===== src/rtl/ram_pkg.sv =====
// Shared types for the dual-port RAM with clear sequencer.
package ram_pkg;

  typedef enum logic [0:0] {
    CLEAR,
    READY
  } ram_state_t;

endpackage


===== src/rtl/ram_dp_clr_if.sv =====
// User-side bus of ram_dp_clr: write port, read port, clear request and status.
interface ram_dp_clr_if #(
  parameter int unsigned DATA_W = 3,
  parameter int unsigned ADDR_W = 5
);
  logic              clear;
  logic              wr_en;
  logic [ADDR_W-1:0] wr_addr;
  logic [DATA_W-1:0] wr_data;
  logic              rd_en;
  logic [ADDR_W-1:0] rd_addr;
  logic [DATA_W-1:0] rd_data;
  logic              rd_valid;
  logic              busy;

  modport master (
    output clear, wr_en, wr_addr, wr_data, rd_en, rd_addr,
    input  rd_data, rd_valid, busy
  );

  modport slave (
    input  clear, wr_en, wr_addr, wr_data, rd_en, rd_addr,
    output rd_data, rd_valid, busy
  );
endinterface


===== src/rtl/ram_dp_core.sv =====
// Inferable simple dual-port array: synchronous write, registered read-first read.
module ram_dp_core #(
  parameter int unsigned DATA_W = 3,
  parameter int unsigned ADDR_W = 5,
  parameter int unsigned DEPTH  = 2 ** ADDR_W
) (
  input  logic              clk,
  input  logic              reset_n,
  input  logic              we,
  input  logic [ADDR_W-1:0] waddr,
  input  logic [DATA_W-1:0] wdata,
  input  logic              re,
  input  logic [ADDR_W-1:0] raddr,
  output logic [DATA_W-1:0] rdata
);
  logic [DATA_W-1:0] mem [DEPTH];
  logic [DATA_W-1:0] rdata_q;

  // Storage carries no reset so it maps onto block RAM.
  always_ff @(posedge clk) begin
    if (we) mem[waddr] <= wdata;
  end

  always_ff @(posedge clk or negedge reset_n) begin
    if (!reset_n) begin
      rdata_q <= '0;
    end else if (re) begin
      rdata_q <= mem[raddr];
    end
  end

  assign rdata = rdata_q;
endmodule


===== src/rtl/ram_dp_clr.sv =====
// Dual-port RAM with a clear sequencer filling every word with CLEAR_VAL after reset
// or on request. Define RAM_BYPASS_EN for write-first same-address forwarding.
module ram_dp_clr
  import ram_pkg::*;
#(
  parameter int unsigned        DATA_W    = 3,
  parameter int unsigned        ADDR_W    = 5,
  parameter int unsigned        DEPTH     = 2 ** ADDR_W,
  parameter logic [DATA_W-1:0]  CLEAR_VAL = '0
) (
  input  logic         clk,
  input  logic         reset_n,
  ram_dp_clr_if.slave  bus
);
  localparam logic [ADDR_W-1:0] LAST = ADDR_W'(DEPTH - 1);

  ram_state_t        state_q, state_d;
  logic [ADDR_W-1:0] clr_cnt_q, clr_cnt_d;
  logic              core_we, core_re, rd_acc;
  logic [ADDR_W-1:0] core_waddr;
  logic [DATA_W-1:0] core_wdata, core_rdata;
  logic              wr_in, rd_in;
  logic              rd_valid_q, oor_q;
  logic [DATA_W-1:0] rd_mux;

  assign wr_in = 32'(bus.wr_addr) < DEPTH;
  assign rd_in = 32'(bus.rd_addr) < DEPTH;

  always_comb begin
    state_d    = state_q;
    clr_cnt_d  = clr_cnt_q;
    core_we    = 1'b0;
    core_waddr = bus.wr_addr;
    core_wdata = bus.wr_data;
    core_re    = 1'b0;
    rd_acc     = 1'b0;
    unique case (state_q)
      CLEAR: begin
        core_we    = 1'b1;
        core_waddr = clr_cnt_q;
        core_wdata = CLEAR_VAL;
        clr_cnt_d  = clr_cnt_q + ADDR_W'(1);
        if (clr_cnt_q == LAST) begin
          state_d   = READY;
          clr_cnt_d = '0;
        end
      end
      READY: begin
        // clear wins over any user access in the same cycle
        if (bus.clear) begin
          state_d   = CLEAR;
          clr_cnt_d = '0;
        end else begin
          core_we = bus.wr_en && wr_in;
          rd_acc  = bus.rd_en;
          core_re = bus.rd_en && rd_in;
        end
      end
      default: state_d = CLEAR;
    endcase
  end

  always_ff @(posedge clk or negedge reset_n) begin
    if (!reset_n) begin
      state_q   <= CLEAR;
      clr_cnt_q <= '0;
    end else begin
      state_q   <= state_d;
      clr_cnt_q <= clr_cnt_d;
    end
  end

  ram_dp_core #(
    .DATA_W (DATA_W),
    .ADDR_W (ADDR_W),
    .DEPTH  (DEPTH)
  ) u_core (
    .clk     (clk),
    .reset_n (reset_n),
    .we      (core_we),
    .waddr   (core_waddr),
    .wdata   (core_wdata),
    .re      (core_re),
    .raddr   (bus.rd_addr),
    .rdata   (core_rdata)
  );

  // Output select flags only change on an accepted read, so rd_data holds otherwise.
  always_ff @(posedge clk or negedge reset_n) begin
    if (!reset_n) begin
      rd_valid_q <= 1'b0;
      oor_q      <= 1'b0;
    end else begin
      rd_valid_q <= rd_acc;
      if (rd_acc) oor_q <= !rd_in;
    end
  end

`ifdef RAM_BYPASS_EN
  logic              byp_q;
  logic [DATA_W-1:0] byp_data_q;

  always_ff @(posedge clk or negedge reset_n) begin
    if (!reset_n) begin
      byp_q      <= 1'b0;
      byp_data_q <= '0;
    end else if (rd_acc) begin
      byp_q      <= bus.wr_en && wr_in && (bus.wr_addr == bus.rd_addr);
      byp_data_q <= bus.wr_data;
    end
  end

  assign rd_mux = byp_q ? byp_data_q : core_rdata;
`else
  assign rd_mux = core_rdata;
`endif

  assign bus.rd_data  = oor_q ? CLEAR_VAL : rd_mux;
  assign bus.rd_valid = rd_valid_q;
  assign bus.busy     = (state_q == CLEAR);
endmodule


===== src/flat_wrapper.sv =====
// flat-port wrapper written by rule: the top's interface ports become plain ports
module ram_dp_clr_flat import ram_pkg::*;
#(
  parameter int unsigned        DATA_W    = 3,
  parameter int unsigned        ADDR_W    = 5,
  parameter int unsigned        DEPTH     = 2 ** ADDR_W,
  parameter logic [DATA_W-1:0]  CLEAR_VAL = '0
)
  (clk, reset_n, bus_clear, bus_wr_en, bus_wr_addr, bus_wr_data, bus_rd_en, bus_rd_addr, bus_rd_data, bus_rd_valid, bus_busy);
  ram_dp_clr_if #(.DATA_W(DATA_W), .ADDR_W(ADDR_W)) bus_i ();
  input  logic clk;
  input  logic reset_n;
  input wire logic [$bits(bus_i.clear)-1:0] bus_clear;
  input wire logic [$bits(bus_i.wr_en)-1:0] bus_wr_en;
  input wire logic [$bits(bus_i.wr_addr)-1:0] bus_wr_addr;
  input wire logic [$bits(bus_i.wr_data)-1:0] bus_wr_data;
  input wire logic [$bits(bus_i.rd_en)-1:0] bus_rd_en;
  input wire logic [$bits(bus_i.rd_addr)-1:0] bus_rd_addr;
  output wire logic [$bits(bus_i.rd_data)-1:0] bus_rd_data;
  output wire logic [$bits(bus_i.rd_valid)-1:0] bus_rd_valid;
  output wire logic [$bits(bus_i.busy)-1:0] bus_busy;
  assign bus_i.clear = bus_clear;
  assign bus_i.wr_en = bus_wr_en;
  assign bus_i.wr_addr = bus_wr_addr;
  assign bus_i.wr_data = bus_wr_data;
  assign bus_i.rd_en = bus_rd_en;
  assign bus_i.rd_addr = bus_rd_addr;
  assign bus_rd_data = bus_i.rd_data;
  assign bus_rd_valid = bus_i.rd_valid;
  assign bus_busy = bus_i.busy;
  ram_dp_clr #(.DATA_W(DATA_W), .ADDR_W(ADDR_W), .DEPTH(DEPTH), .CLEAR_VAL(CLEAR_VAL)) u_core (.clk(clk), .reset_n(reset_n), .bus(bus_i));
endmodule

===== config.mk =====
export PLATFORM = sky130hd
export DESIGN_NAME = ram_dp_clr_flat
export DESIGN_NICKNAME = d
export VERILOG_FILES = /design/src/rtl/ram_pkg.sv /design/src/rtl/ram_dp_clr_if.sv /design/src/rtl/ram_dp_core.sv /design/src/rtl/ram_dp_clr.sv /design/src/flat_wrapper.sv
export SDC_FILE = /design/constraint.sdc
export NUM_CORES = 1
export LEC_CHECK = 0
export CELL_PAD_IN_SITES_DETAIL_PLACEMENT = 2
export CELL_PAD_IN_SITES_GLOBAL_PLACEMENT = 2
export CORE_MARGIN = 2
export CORE_UTILIZATION = 38
export DETAILED_ROUTE_END_ITERATION = 6
export PLACE_DENSITY = 0.77
export SLEW_MARGIN = 20
export SYNTH_ARGS = -nofsm -noshare
export SYNTH_HDL_FRONTEND = slang
export SYNTH_SLANG_ARGS = --single-unit

===== constraint.sdc =====
create_clock -name clk -period 2.7 [get_ports clk]
set_input_delay 0.27 -clock clk [delete_from_list [all_inputs] [get_ports clk]]
set_output_delay 0.27 -clock clk [all_outputs]
set_load 0.005 [all_outputs]

==> metrics.yaml <==
run_status:
  status: "finished with violations"
  violations: "design-rule violations"
floorplanning:
  fp.dieH_microns: 113
  die_w_microns: 113
  row_count: 39
  io_pins: 23
  initial_utilization: 0.394
  die_area_sq_um: 12800
  core_area_sq_um: 11500
cells_and_area:
  n_antenna_cell: 0
  final_common_cell: "edfxtp_1"
  synthToLayoutAreaGrowth_pct: 14.1
  fin_cells: 474
  layout_common_cells: "edfxtp_1, mux2i_1, nor2_1"
  nFillCells: 1100
  nets: 347
  drive_gt1_frac: 0.0997
global_routing:
  grt_pass1_wl_microns: 18100
  gr-total-overflow: 0
  grt_antenna_before_repair: 0
  gr-usage-all-layers: 0.194
  grt_max_degree: 37
  grt_pass1_vias: 2900
power:
  p_total_uw: 4450
  power_density_nw_per_um2: 861
  power.leakage_uw: 0.00188
  peakVddDrop_uv: 463
synthesis:
  synth_top_area_cell: "edfxtp_1"
  avgSynthCellArea_sq_um: 15.2
  yosys_warnings: 0
  syn_inst: 298
  synth_top_area_share: 0.636
  yosys_register_bits: 106
  ys_top_cells_by_area: "edfxtp_1, mux2i_1, dfrtp_1, nor2_1, a22oi_1"
  ys_seq_area_frac: 0.691
  synth_nets: 318
  ys_types: 36
  netlist_area_sq_um: 4530
worst_setup_path:
  max_stage_delay_ps: 520
  critical_path_required_ps: 2710
  path_class: "reg2reg"
  critPathLaunchType: "flop"
  critPathArrivalTime_ps: 2140
  path_delay_family: "simple AND/OR/NAND/NOR gates"
  cp_cell_sequence: "inv_2, or4b_1, o21ai_1, nand2_1, nor2_1"
  path_max_fanout: 8
  endpoint_kind: "flop"
  cp_slowest_cell: "or4b_1"
  path_buf_inv: 1
route:
  drc: 3
  vias: 2631
  finalWirelength_microns: 11600
  dr.pass1.iters: 6
  drtIter0Drc: 132
  via_per_inst: 5.55
  ant_nets: 0
  wl_per_cell_microns: 24.5
sta:
  finalSetupViolCount: 0
  fin_setup_tns_ps: 0
  finalCritPeriodShare: 0.787
  rsz0062_at_grt: "false"
  maxSlewHeadroom: 0.337
  max_freq_mhz: 471
  period_needed_ps: 2130
  drv_slew: 0
  hold_viol: 0
  worstMarginPinSlew_ps: 992
  fin_skew_ps: 6.35
  worst_hold_slack_ps: 298
clock_tree:
  ctsResizeCount: 0
  tritoncts: "yes"
  htreeDepth: 3
  clkTransAtPathRegs_ps: 70
  cts_sinks: 106
  clockBufferDepth: 2
  ctsHoldBuffers: 0
  cts_setup_buffers: 0
  root_buffer: "clkbuf_16"
  cts_buffers: 9
  worst_skew_pair.late_latency_ps: 350
flow_run:
  cap_violations: 0
placement:
  gp_congestion: 0.772
  dp_hpwl_microns: 7870
  io_buffers: 22
  dp.cells: 459
hold_path:
  hold_path_class: "in2async"
-- power by group --
part	internal [uW]	switching [uW]	leakage (uW)	total, uW
Clock	710	577	0.000143	1290
Combinational	339	653	0.000717	992
Sequential	2060	116	0.00102	2180
Total	3110	1350	0.00188	4450
-- stage by stage --
stage | instance area, sq um | worst slack [ps] | utilization
after floorplan | 4530 | 829 | -
after global placement | 4890 | 396 | 0.425
after detailed placement | 4890 | 280 | 0.425
after CTS | 5170 | 574 | 0.449
after global routing | 5170 | 481 | 0.449
final | 5170 | 575 | 0.449
-- worst reg2reg max path, cell delays in order (launching register included) --
cell and delay, ps:
dfrtp_1 360, inv_2 80, or4b_1 520, o21ai_1 130, nand2_1 320, nor2_1 400
-- routing by layer --
layer | vias up | routed length, microns | track usage
li1 | 1203 | - | -
met1 | 1356 | 5090 | 0.261
met2 | 56 | 5870 | 0.321
met3 | 16 | 475 | 0.0364
met4 | 0 | 192 | 0.0602
met5 | - | 0 | 0
-- final timing paths --
check | from | to | slack (ps) | depth (start not counted)
hold / removal | reset_n | u_core.state_q$_DFF_PN0_ | 300 | 1
min in group clk | u_core.u_core.rdata[1]$_DFFE_PN0P_ | u_core.u_core.rdata[1]$_DFFE_PN0P_ | 490 | 2
setup / recovery | u_core.state_q$_DFF_PN0_ | u_core.u_core.mem[17][2]$_DFFE_PP_ | 570 | 5
setup reg to reg | u_core.state_q$_DFF_PN0_ | u_core.u_core.mem[17][2]$_DFFE_PP_ | 570 | 5
max in group asynchronous | reset_n | u_core.u_core.rdata[2]$_DFFE_PN0P_ | 2010 | 1
hold reg to reg | u_core.u_core.rdata[1]$_DFFE_PN0P_ | u_core.u_core.rdata[1]$_DFFE_PN0P_ | 490 | 2
-- flip-flops by register name, summed over array words and instances (netlist names) --
signal               count
u_core.bus.rd_valid      1
u_core.u_core.rdata      3
u_core.state_q           1
u_core.clr_cnt_q         5
u_core.u_core.mem       96
-- synth_stat cells --
cell and instances:
o22ai_1 3, a22oi_1 12, and2b_1 2, nand2b_1 2
o2bb2ai_1 2, or2_2 1, buf_4 4, buf_6 2
and3_1 1, edfxtp_1 96, a21oi_1 7, buf_12 2
xor2_1 1, a221oi_1 4, mux2i_1 50, mux2_2 3
a32o_1 1, buf_2 2, nand4b_1 1, or4b_1 1
a22o_1 9, ha_1 2, dfrtp_1 10, o32ai_1 1
clkbuf_1 2, nand3_1 2, nand2_1 20, o21ai_1 1
inv_2 1, o21ai_0 2, nor2_1 37, o41ai_2 3
and2_1 4, xnor2_1 1, a221oi_2 2, inv_1 4
-- cell type report --
class                           count  area (sq um)  share of cell area
Clock buffer                        9           225              0.0435
Clock inverter                      6          57.6              0.0111
Inverter                            5          18.8             0.00363
Multi-Input combinational cell    175          1270               0.246
Sequential cell                   106          3130               0.606
Tap cell                          143           179              0.0346
Timing Repair Buffer               30           288              0.0556
-- cell families after synthesis --
family,synth area share
buffers and inverters,0.0284
multiplexers,0.118
XOR/XNOR,0.00386
AND/OR/NAND/NOR,0.0679
flip-flops,0.691
AO/OA/AOI/OAI,0.0855
adder cells (fa/ha/maj),0.00552
No activity file was read; power rests on OpenSTA's default activity.
